File: src/rtl/matmul_sequencer.sv
// Sequences one element-wise operand stream (R-inverse x Q-transpose) through the multiplier
// and collects the results. Optional result watchdog: define MATMUL_SEQ_TIMEOUT_EN.
module matmul_sequencer #(
  parameter int unsigned WORDLEN            = 16,
  parameter int unsigned FRACTION_WIDTH     = 12,
  parameter int unsigned MATRIX_ELEMENT_NUM = 9,
  parameter int unsigned ISSUE_GAP          = 1,
  parameter int unsigned ADDR_W             = $clog2(MATRIX_ELEMENT_NUM),
  parameter int unsigned TIMEOUT_CYCLES     = 64
) (
  input  logic               CLK,
  input  logic               RST_n,
  input  logic               start,
  output logic               busy,
  output logic               done,
  output logic               error,
  output logic               a_rd_en,
  output logic [ADDR_W-1:0]  a_rd_addr,
  input  logic [WORDLEN-1:0] a_rd_data,
  output logic               b_rd_en,
  output logic [ADDR_W-1:0]  b_rd_addr,
  input  logic [WORDLEN-1:0] b_rd_data,
  output logic               valid_mul,
  output logic [WORDLEN-1:0] r_mat_inv,
  output logic [WORDLEN-1:0] transpose_out,
  input  logic               done_mul,
  input  logic [WORDLEN-1:0] mul_out,
  output logic               res_wr_en,
  output logic [ADDR_W-1:0]  res_wr_addr,
  output logic [WORDLEN-1:0] res_wr_data
);

  localparam int unsigned CntW = $clog2(MATRIX_ELEMENT_NUM + 1);
  localparam int unsigned GapW = (ISSUE_GAP > 1) ? $clog2(ISSUE_GAP) : 1;
  localparam logic [CntW-1:0] NumEl   = CntW'(MATRIX_ELEMENT_NUM);
  localparam logic [CntW-1:0] LastIdx = CntW'(MATRIX_ELEMENT_NUM - 1);
  localparam logic [GapW-1:0] GapLast = GapW'((ISSUE_GAP > 0) ? ISSUE_GAP - 1 : 0);

  if (FRACTION_WIDTH >= WORDLEN || TIMEOUT_CYCLES == 0 || MATRIX_ELEMENT_NUM == 0)
  begin : g_cfg_check
    $error("matmul_sequencer: invalid parameter combination");
  end

  typedef enum logic [2:0] {
    StIdle,
    StFetch,
    StLoad,
    StIssue,
    StGap,
    StDrain,
    StDone
  } state_e;

  state_e             state_q;
  logic [CntW-1:0]    issue_cnt_q;
  logic [CntW-1:0]    res_cnt_q;
  logic [GapW-1:0]    gap_cnt_q;
  logic               busy_q;
  logic               done_q;
  logic               rd_en_q;
  logic               valid_mul_q;
  logic [WORDLEN-1:0] op_a_q;
  logic [WORDLEN-1:0] op_b_q;
  logic               res_wr_en_q;
  logic [CntW-1:0]    res_wr_addr_q;
  logic [WORDLEN-1:0] res_wr_data_q;
  logic               collect;
  logic               wd_fire;

  // Results are accepted while a job is live and slots remain.
  assign collect = (state_q != StIdle) && (state_q != StDone) && done_mul &&
                   (res_cnt_q != NumEl);

`ifdef MATMUL_SEQ_TIMEOUT_EN
  localparam int unsigned WdW = $clog2(TIMEOUT_CYCLES + 1);
  localparam logic [WdW-1:0] WdLimit = WdW'(TIMEOUT_CYCLES - 1);

  logic [WdW-1:0] wd_q;
  logic           error_q;

  // wd_q counts cycles since the last done_mul, including the cycle it arrived in.
  assign wd_fire = (state_q == StDrain) && !done_mul && (res_cnt_q != NumEl) &&
                   (wd_q >= WdLimit);

  always_ff @(posedge CLK) begin
    if (!RST_n) begin
      wd_q    <= '0;
      error_q <= 1'b0;
    end else if (state_q == StIdle) begin
      wd_q <= '0;
      if (start) begin
        error_q <= 1'b0;
      end
    end else begin
      if (done_mul) begin
        wd_q <= WdW'(1);
      end else if (wd_q < WdLimit) begin
        wd_q <= wd_q + 1'b1;
      end
      if (wd_fire) begin
        error_q <= 1'b1;
      end
    end
  end

  assign error = error_q;
`else
  assign wd_fire = 1'b0;
  assign error   = 1'b0;
`endif

  always_ff @(posedge CLK) begin
    if (!RST_n) begin
      state_q       <= StIdle;
      issue_cnt_q   <= '0;
      res_cnt_q     <= '0;
      gap_cnt_q     <= '0;
      busy_q        <= 1'b0;
      done_q        <= 1'b0;
      rd_en_q       <= 1'b0;
      valid_mul_q   <= 1'b0;
      op_a_q        <= '0;
      op_b_q        <= '0;
      res_wr_en_q   <= 1'b0;
      res_wr_addr_q <= '0;
      res_wr_data_q <= '0;
    end else begin
      rd_en_q     <= 1'b0;
      valid_mul_q <= 1'b0;
      done_q      <= 1'b0;
      res_wr_en_q <= 1'b0;

      if (collect) begin
        res_wr_en_q   <= 1'b1;
        res_wr_addr_q <= res_cnt_q;
        res_wr_data_q <= mul_out;
        res_cnt_q     <= res_cnt_q + 1'b1;
      end

      unique case (state_q)
        StIdle: begin
          if (start) begin
            state_q     <= StFetch;
            issue_cnt_q <= '0;
            res_cnt_q   <= '0;
            busy_q      <= 1'b1;
            rd_en_q     <= 1'b1;
          end
        end
        StFetch: begin
          state_q <= StLoad;
        end
        StLoad: begin
          op_a_q      <= a_rd_data;
          op_b_q      <= b_rd_data;
          valid_mul_q <= 1'b1;
          state_q     <= StIssue;
        end
        StIssue: begin
          issue_cnt_q <= issue_cnt_q + 1'b1;
          if (ISSUE_GAP != 0) begin
            state_q   <= StGap;
            gap_cnt_q <= '0;
          end else if (issue_cnt_q == LastIdx) begin
            state_q <= StDrain;
          end else begin
            state_q <= StFetch;
            rd_en_q <= 1'b1;
          end
        end
        StGap: begin
          if (gap_cnt_q == GapLast) begin
            if (issue_cnt_q == NumEl) begin
              state_q <= StDrain;
            end else begin
              state_q <= StFetch;
              rd_en_q <= 1'b1;
            end
          end else begin
            gap_cnt_q <= gap_cnt_q + 1'b1;
          end
        end
        StDrain: begin
          if (res_cnt_q == NumEl || wd_fire) begin
            state_q <= StDone;
            done_q  <= 1'b1;
          end
        end
        StDone: begin
          state_q <= StIdle;
          busy_q  <= 1'b0;
        end
        default: begin
          state_q <= StIdle;
          busy_q  <= 1'b0;
        end
      endcase
    end
  end

  assign busy          = busy_q;
  assign done          = done_q;
  assign a_rd_en       = rd_en_q;
  assign b_rd_en       = rd_en_q;
  assign a_rd_addr     = ADDR_W'(issue_cnt_q);
  assign b_rd_addr     = ADDR_W'(issue_cnt_q);
  assign valid_mul     = valid_mul_q;
  assign r_mat_inv     = op_a_q;
  assign transpose_out = op_b_q;
  assign res_wr_en     = res_wr_en_q;
  assign res_wr_addr   = ADDR_W'(res_wr_addr_q);
  assign res_wr_data   = res_wr_data_q;

endmodule
File: config.mk
export PLATFORM = sky130hd
export DESIGN_NAME = matmul_sequencer
export DESIGN_NICKNAME = d
export VERILOG_FILES = /design/src/rtl/matmul_sequencer.sv
export SDC_FILE = /design/constraint.sdc
export NUM_CORES = 1
export LEC_CHECK = 0
export ABC_AREA = 1
export CAP_MARGIN = 40
export CORE_ASPECT_RATIO = 1.2
export CORE_UTILIZATION = 27
export CTS_CLUSTER_SIZE = 14
export DETAILED_ROUTE_END_ITERATION = 6
export GPL_TIMING_DRIVEN = 0
export HOLD_SLACK_MARGIN = 0.15
export RECOVER_POWER = 50
export REMOVE_ABC_BUFFERS = 1
export SYNTH_ARGS = -nofsm -noshare
export SYNTH_HDL_FRONTEND = slang
export SYNTH_SLANG_ARGS = --single-unit
File: constraint.sdc
create_clock -name CLK -period 3.5 [get_ports CLK]
set_input_delay 0.35 -clock CLK [delete_from_list [all_inputs] [get_ports CLK]]
set_output_delay 0.35 -clock CLK [all_outputs]
set_load 0.03 [all_outputs]
* Word level (Yosys, flattened, before mapping)
Index checks and enable logic that the tools add are counted.
Cells by class: add/subtract/negate cells 3, eq/ne operators 12, multiplexer cells 21, bitwise gates (word level) 1, reductions and logical operators 12
Operators with widths (count):
- $pmux 3 s6 | 1
- $mux 4 | 4
- $mux 3 | 4
- $add 4x1->4 const B | 2
- $eq 4x4->1 const B | 2
- $mux 1 | 8
- $pmux 4 s2 | 1
- $eq 3x2->1 const B | 2
- $eq 3x3->1 const B | 2
- $ne 2x2->1 const B | 3
- $pmux 1 s2 | 3
- $reduce_and 2->1 | 3
- $reduce_or 5->1 | 1
- $ne 4x4->1 const B | 1
- $reduce_bool 2->1 | 2
- $eq 3x1->1 const B | 1
- $logic_and 1x1->1 | 3
- $logic_not 3->1 | 1
- $ne 3x3->1 const B | 1
- $reduce_and 3->1 | 1
- $reduce_bool 3->1 | 1
- $add 1x1->1 const B | 1
- $not 1->1 | 1
Word-level totals: flip-flop bits (word level) 69, input bits 52, output and inout bits 67

* Depth between registers and ports, before layout
Gate-level depths: netlist of run 1.
depth in word-level cells 7, depth in mapped cells 9, depth with buffers taken out 8

* Least setup slack after synthesis of run 1
OpenSTA, ideal clock, no wires.
path type reg2reg, start register issue_cnt_q[1] (netlist: a_rd_addr[1]), end register issue_cnt_q[1] (netlist: a_rd_addr[1]), arrival 1288 ps, required time 3428 ps, path slack 2139 ps, cell stages (with the launch flop) 5, period minus slack after synthesis 1361 ps, cell sequence dfxtp_1 inv_1 ha_1 or2_2 a21oi_1
On the way: word-level cells in the longest chain between the ends 2
RTL lines:
- start, declared | line 55 | logic [CntW-1:0] issue_cnt_q;
- start signal, assigned | line 160 | issue_cnt_q <= issue_cnt_q + 1'b1;
- $add 4x1->4 | line 160
- $pmux 4 s2 | line 140 | unique case (state_q)
No other way between the ends. A chain may end at the register's enable or synchronous reset.

* Final worst setup path of run 1
start register res_cnt_q[1], end register res_wr_addr_q[3] (netlist: res_wr_addr[3])
On the way: word-level cells in the longest chain between the ends 2
RTL lines:
- start, declared | line 56 | logic [CntW-1:0] res_cnt_q;
- start signal, assigned | line 137 | res_cnt_q <= res_cnt_q + 1'b1;
- $ne 4x4->1 | line 72 | (res_cnt_q != NumEl);
- $logic_and 1x1->1 | line 71 | assign collect = (state_q != StIdle) && (state_q != StDone) && done_mul &&
- end signal, assigned | line 135 | res_wr_addr_q <= res_cnt_q;
- end, declared | line 65 | logic [CntW-1:0] res_wr_addr_q;
No other way between the ends.

==> flow_summary.json, run 1 <==
{
  "status": "completed",
  "grt_pass1_wl_um": 10990,
  "avgSynthCellArea_um2": 7.805,
  "dp.cells": 558,
  "fill_cells": 955,
  "clock-sinks": 68,
  "syn_inst": 340,
  "worstSetupPathType": "register to register",
  "vias": 2513,
  "cts-htree-levels": 3,
  "cts_root_buf": "clkbuf_16",
  "grt_usage_pct": 13.50,
  "whs_ns": 0.3164,
  "r2r_cells": 8,
  "end_kind": "register",
  "synth.cell_area_um2": 2654,
  "postCtsHoldBufs": 0,
  "drv_slew": 0,
  "first_iter_violations": 49,
  "r2r_slack_ns": 1.66,
  "design.core.area_um2": 9515,
  "final_cell_mix": "93 x clkdlybuf4s50_1, 68 x dfxtp_1, 54 x nor2_1",
  "pin_count": 119,
  "wire_per_inst_um": 11.41,
  "p_per_area_nw_per_um2": 538.9,
  "grt_pass1_vias": 2363,
  "fin_area_um2": 4177,
  "rows": 39,
  "grt_setup_unrepaired": "no",
  "wirelength_um": 6551,
  "cts-root-to-sink-buffers": 2,
  "setup_violations": 0,
  "ant_nets": 0,
  "hp-class": "primary input to register",
  "post-route-min-period_ns": 1.838,
  "crit_arrival_ns": 2.05,
  "clock_latency_ns": 0.32,
  "die_y_um": 110.6,
  "drc": 0,
  "vias_per_cell": 4.378,
  "dr.pass1.iters": 4,
  "worstPathMaxFanout": 23,
  "cts.clk_slew.worst_paths_ns": 0.05,
  "final_common_cell": "clkdlybuf4s50_1",
  "cts_tree": "yes",
  "cp-start-kind": "register",
  "pre_cts_ws_ns": 1.676,
  "die_w_um": 92.50,
  "antenna_found_initial": 0,
  "r2r-start": "res_cnt_q[1]$_SDFF_PN0_",
  "max_cap_violations": 0,
  "synth_area_leaders": "dfxtp_1 51%, o21ai_0 8.7%, a21oi_1 7.9%, nor2_1 7.5%, inv_1 5.8%",
  "gr-total-overflow": 0,
  "startpoint": "res_cnt_q[1]$_SDFF_PN0_",
  "dieArea_um2": 10230,
  "skew_ns": 0.003917,
  "crit_path_end": "res_wr_addr[3]$_SDFFE_PN0P_",
  "globalplace.congestion": 0.8051,
  "grt_max_degree": 53,
  "layout_setup_ws_ns": 1.662,
  "yosys.area.top_type": "dfxtp_1",
  "area.growth.synth_to_final_pct": 57.38,
  "port_buffers": 117,
  "post_cts_buffers": 0,
  "synth_edf_count": 0,
  "synth_seq_cells": 68,
  "final_core_util_pct": 43.89,
  "finalCritPeriodShare_pct": 52.51,
  "ys_types": 27,
  "synthArstFlopShare_pct": 0,
  "finalPower_mw": 2.251,
  "ctsResizeCount": 0,
  "nNetsFinal": 502,
  "synth.yosys.seq_area_share_pct": 51.30,
  "diodes": 0,
  "synth_top_area_share_pct": 51.30,
  "place_area_um2": 3869,
  "dp_hpwl_um": 4431,
  "drive_gt1_share_pct": 5.543,
  "setup_tns_ns": 0,
  "max_slew_margin_pct": 43.68,
  "cp.required_ns": 3.71,
  "max_clock_freq_mhz": 544.2,
  "layout.cells.non_filler": 574,
  "p_leak_nw": 1.668,
  "tightest_slew_ns": 0.8428,
  "yosys_warnings": 0,
  "start_util_pct": 27.89,
  "yosys_most_used_dff": "dfxtp_1",
  "ir_worst_vdd_v": 0.0002536,
  "timing.rr.end": "res_wr_addr[3]$_SDFFE_PN0P_",
  "finalHoldViolCount": 0,
  "cts_buffers": 9
}
[metal layers]
layer | global-route usage (%) | part of all wire (%) | up-vias
met2 | 21.19 | 45 | 84
li1 | - | - | 1289
met1 | 15.81 | 45 | 1122
met4 | 8.021 | 3.2 | 0
met3 | 4.477 | 7.3 | 18
met5 | 0 | 0 | -
[area by class of cell]
class                      instances  area [um^2]  area share, %
sequential                        68         1361          32.59
timing repair buffer             119         1206          28.88
multi-input combinational        203        968.4          23.19
clock buffer                      11        242.7          5.812
inverter                          45        168.9          4.044
tap                              123        153.9          3.685
clock inverter                     5        75.07          1.797
[where the power goes]
group	total [mW]	switching, mW	internal, mW
clock	0.957	0.318	0.639
combinational	0.426	0.244	0.182
sequential	0.868	0.0320	0.836
[critical path, stage by stage (launching register included)]
cell and delay, ns:
dfxtp_1 0.41, inv_1 0.07, ha_1 0.20, nand2_1 0.07
nor2_1 0.04, nor2_1 0.10, nand2_1 0.49, nor2_1 0.28
nor2_1 0.08
[synthesized netlist by cell type, drive strengths merged, types with 2 or more instances]
cell type / n
dfxtp: 68
clkbuf: 5
buf: 19
xor2: 2
nand2: 29
nor2: 55
ha: 4
nand4: 2
nand3: 11
or2: 2
a21oi: 42
inv: 44
o21ai: 51
[how the worst min path moves through the flow]
stage	startpoint	endpoint	slack, ns	cells past startpoint
after floorplan	mul_out[0]	res_wr_data[0]$_SDFFE_PN0P_	0.48	2
after global placement	transpose_out[5]$_SDFFE_PN0P_	transpose_out[5]$_SDFFE_PN0P_	0.43	2
after detailed placement	transpose_out[0]$_SDFFE_PN0P_	transpose_out[0]$_SDFFE_PN0P_	0.44	2
after CTS	RST_n	transpose_out[9]$_SDFFE_PN0P_	0.30	3
after global routing	RST_n	r_mat_inv[11]$_SDFFE_PN0P_	0.32	3
final	RST_n	transpose_out[9]$_SDFFE_PN0P_	0.32	3
[flip-flops by register name, summed over array words and instances, names as in the netlist]
signal,count
res_cnt_q,4
res_wr_addr,4
res_wr_en,1
a_rd_addr,4
res_wr_data,16
transpose_out,16
valid_mul,1
state_q,3
a_rd_en,1
busy,1
r_mat_inv,16
done,1
[cell families after synthesis]
logic type,count (synthesis),synth area share (%)
AO/OA/AOI/OAI,94,17.82
flip-flops,68,51.30
XOR/XNOR,2,0.6602
adder cells (fa/ha/maj),4,1.886
buffers and inverters,69,12.02
other,1,0.1413
AND/OR/NAND/NOR,102,16.17
No activity file was read; power rests on OpenSTA's default activity.
==> run 2, diff against run 1 <==
clock period = 1.5 ns   (was 3.5 ns; I/O delays follow)
==> flow_summary.json, run 2 (synthesized netlist as in run 1, its figures left out) <==
{
  "status": "completed",
  "clock-sinks": 68,
  "crit_chain": "clkdlybuf4s50_1",
  "setup_violations": 0,
  "drive_gt1_share_pct": 9.409,
  "final_cell_mix": "65 x dfxtp_1, 54 x clkdlybuf4s50_1, 51 x nor2_1",
  "nNetsFinal": 508,
  "post-route-min-period_ns": 1.470,
  "globalplace.congestion": 0.8051,
  "layout_setup_ws_ns": 0.02979,
  "pin_count": 119,
  "rows": 39,
  "crit_arrival_ns": 1.32,
  "final_common_cell": "dfxtp_1",
  "place_area_um2": 3869,
  "port_buffers": 117,
  "cts_tree": "yes",
  "wire_per_inst_um": 12.13,
  "p_per_area_nw_per_um2": 1288,
  "cp.required_ns": 1.35,
  "cp.buffers_inverters": 1,
  "cts.clk_slew.worst_paths_ns": 0.05,
  "ir_worst_vdd_v": 0.0005992,
  "setup_tns_ns": 0,
  "start_util_pct": 27.89,
  "finalCritPeriodShare_pct": 98.01,
  "fin_area_um2": 4044,
  "design.core.area_um2": 9515,
  "dp_hpwl_um": 4431,
  "drc": 0,
  "cts_buffers": 9,
  "grt_pass1_wl_um": 11220,
  "skew_ns": 0.003918,
  "die_w_um": 92.50,
  "vias_per_cell": 4.417,
  "gr-total-overflow": 0,
  "vias": 2562,
  "pre_cts_ws_ns": -0.2754,
  "hp-class": "primary input to register",
  "dr.pass1.iters": 4,
  "final_core_util_pct": 42.50,
  "antenna_found_initial": 0,
  "clock_latency_ns": 0.32,
  "drv_slew": 0,
  "crit_slowest_cell": "clkdlybuf4s50_1",
  "finalHoldViolCount": 0,
  "cts-root-to-sink-buffers": 2,
  "first_iter_violations": 55,
  "worstPathMaxFanout": 2,
  "fill_cells": 1005,
  "cts_root_buf": "clkbuf_16",
  "cts-htree-levels": 3,
  "ant_nets": 0,
  "diodes": 0,
  "die_y_um": 110.6,
  "grt_max_degree": 53,
  "end_kind": "primary output",
  "dp.cells": 558,
  "grt_pass1_vias": 2386,
  "crit_family": "buffers and inverters",
  "max_clock_freq_mhz": 680.2,
  "dieArea_um2": 10230,
  "max_cap_violations": 0,
  "p_leak_nw": 1.653,
  "wirelength_um": 7036,
  "cp-start-kind": "register",
  "area.growth.synth_to_final_pct": 52.38,
  "grt_usage_pct": 13.85,
  "layout.cells.non_filler": 580,
  "critPathMaxStageDelay_ns": 0.67,
  "worstSetupPathType": "register to primary output"
}
[run 2: where the power goes]
part           total [mW]  switching (mW)  internal, mW  leakage (nW)
sequential           2.03          0.0774          1.95         0.556
combinational       0.948           0.603         0.345         0.937
clock                2.23           0.741          1.49         0.159
[run 2: worst paths after layout]
check | startpoint | end | slack, ns | depth (start not counted)
setup / recovery | a_rd_en$_SDFF_PN0_ | b_rd_en | 0.03 | 1
hold / removal | mul_out[13] | res_wr_data[13]$_SDFFE_PN0P_ | 0.41 | 3
setup reg to reg | res_cnt_q[1]$_SDFF_PN0_ | res_wr_data[13]$_SDFFE_PN0P_ | 0.10 | 8
hold reg to reg | transpose_out[4]$_SDFFE_PN0P_ | transpose_out[4]$_SDFFE_PN0P_ | 0.44 | 2
[run 2: per-layer routing]
layer / global-route usage, % / routed length, um / share of wire [%] / vias to the layer above
li1: - / - / - / 1303
met1: 16.24 / 3200 / 45 / 1155
met2: 21.98 / 3209 / 46 / 86
met3: 4.339 / 418 / 5.9 / 18
met4: 8.021 / 208 / 3.0 / 0
met5: 0 / 0 / 0 / -
[run 2: stage by stage]
stage                     power (mW)  hold slack, ns
after floorplan                2.584          0.2849
after global placement         3.062          0.4328
after detailed placement       3.086          0.4353
after CTS                      5.379          0.3919
after global routing           5.485          0.4158
final                          5.209          0.4072
[run 2: what timing repair did]
item                                    CTS  global route
hold buffers                              1             0
gates resized for setup                  26            54
gates cloned                              1             1
endpoints found under the setup margin   45            94
hold endpoints to repair                  2             0
pin swaps                                 3             1
setup buffers                             2             1
[run 2: area by class of cell]
type	count	area (um^2)	share of cell area, %
inverter	45	172.7	4.270
tap	123	153.9	3.806
sequential	68	1368	33.82
clock inverter	5	75.07	1.856
clock buffer	11	242.7	6.002
multi-input combinational	205	1042	25.77
timing repair buffer	123	989.7	24.47
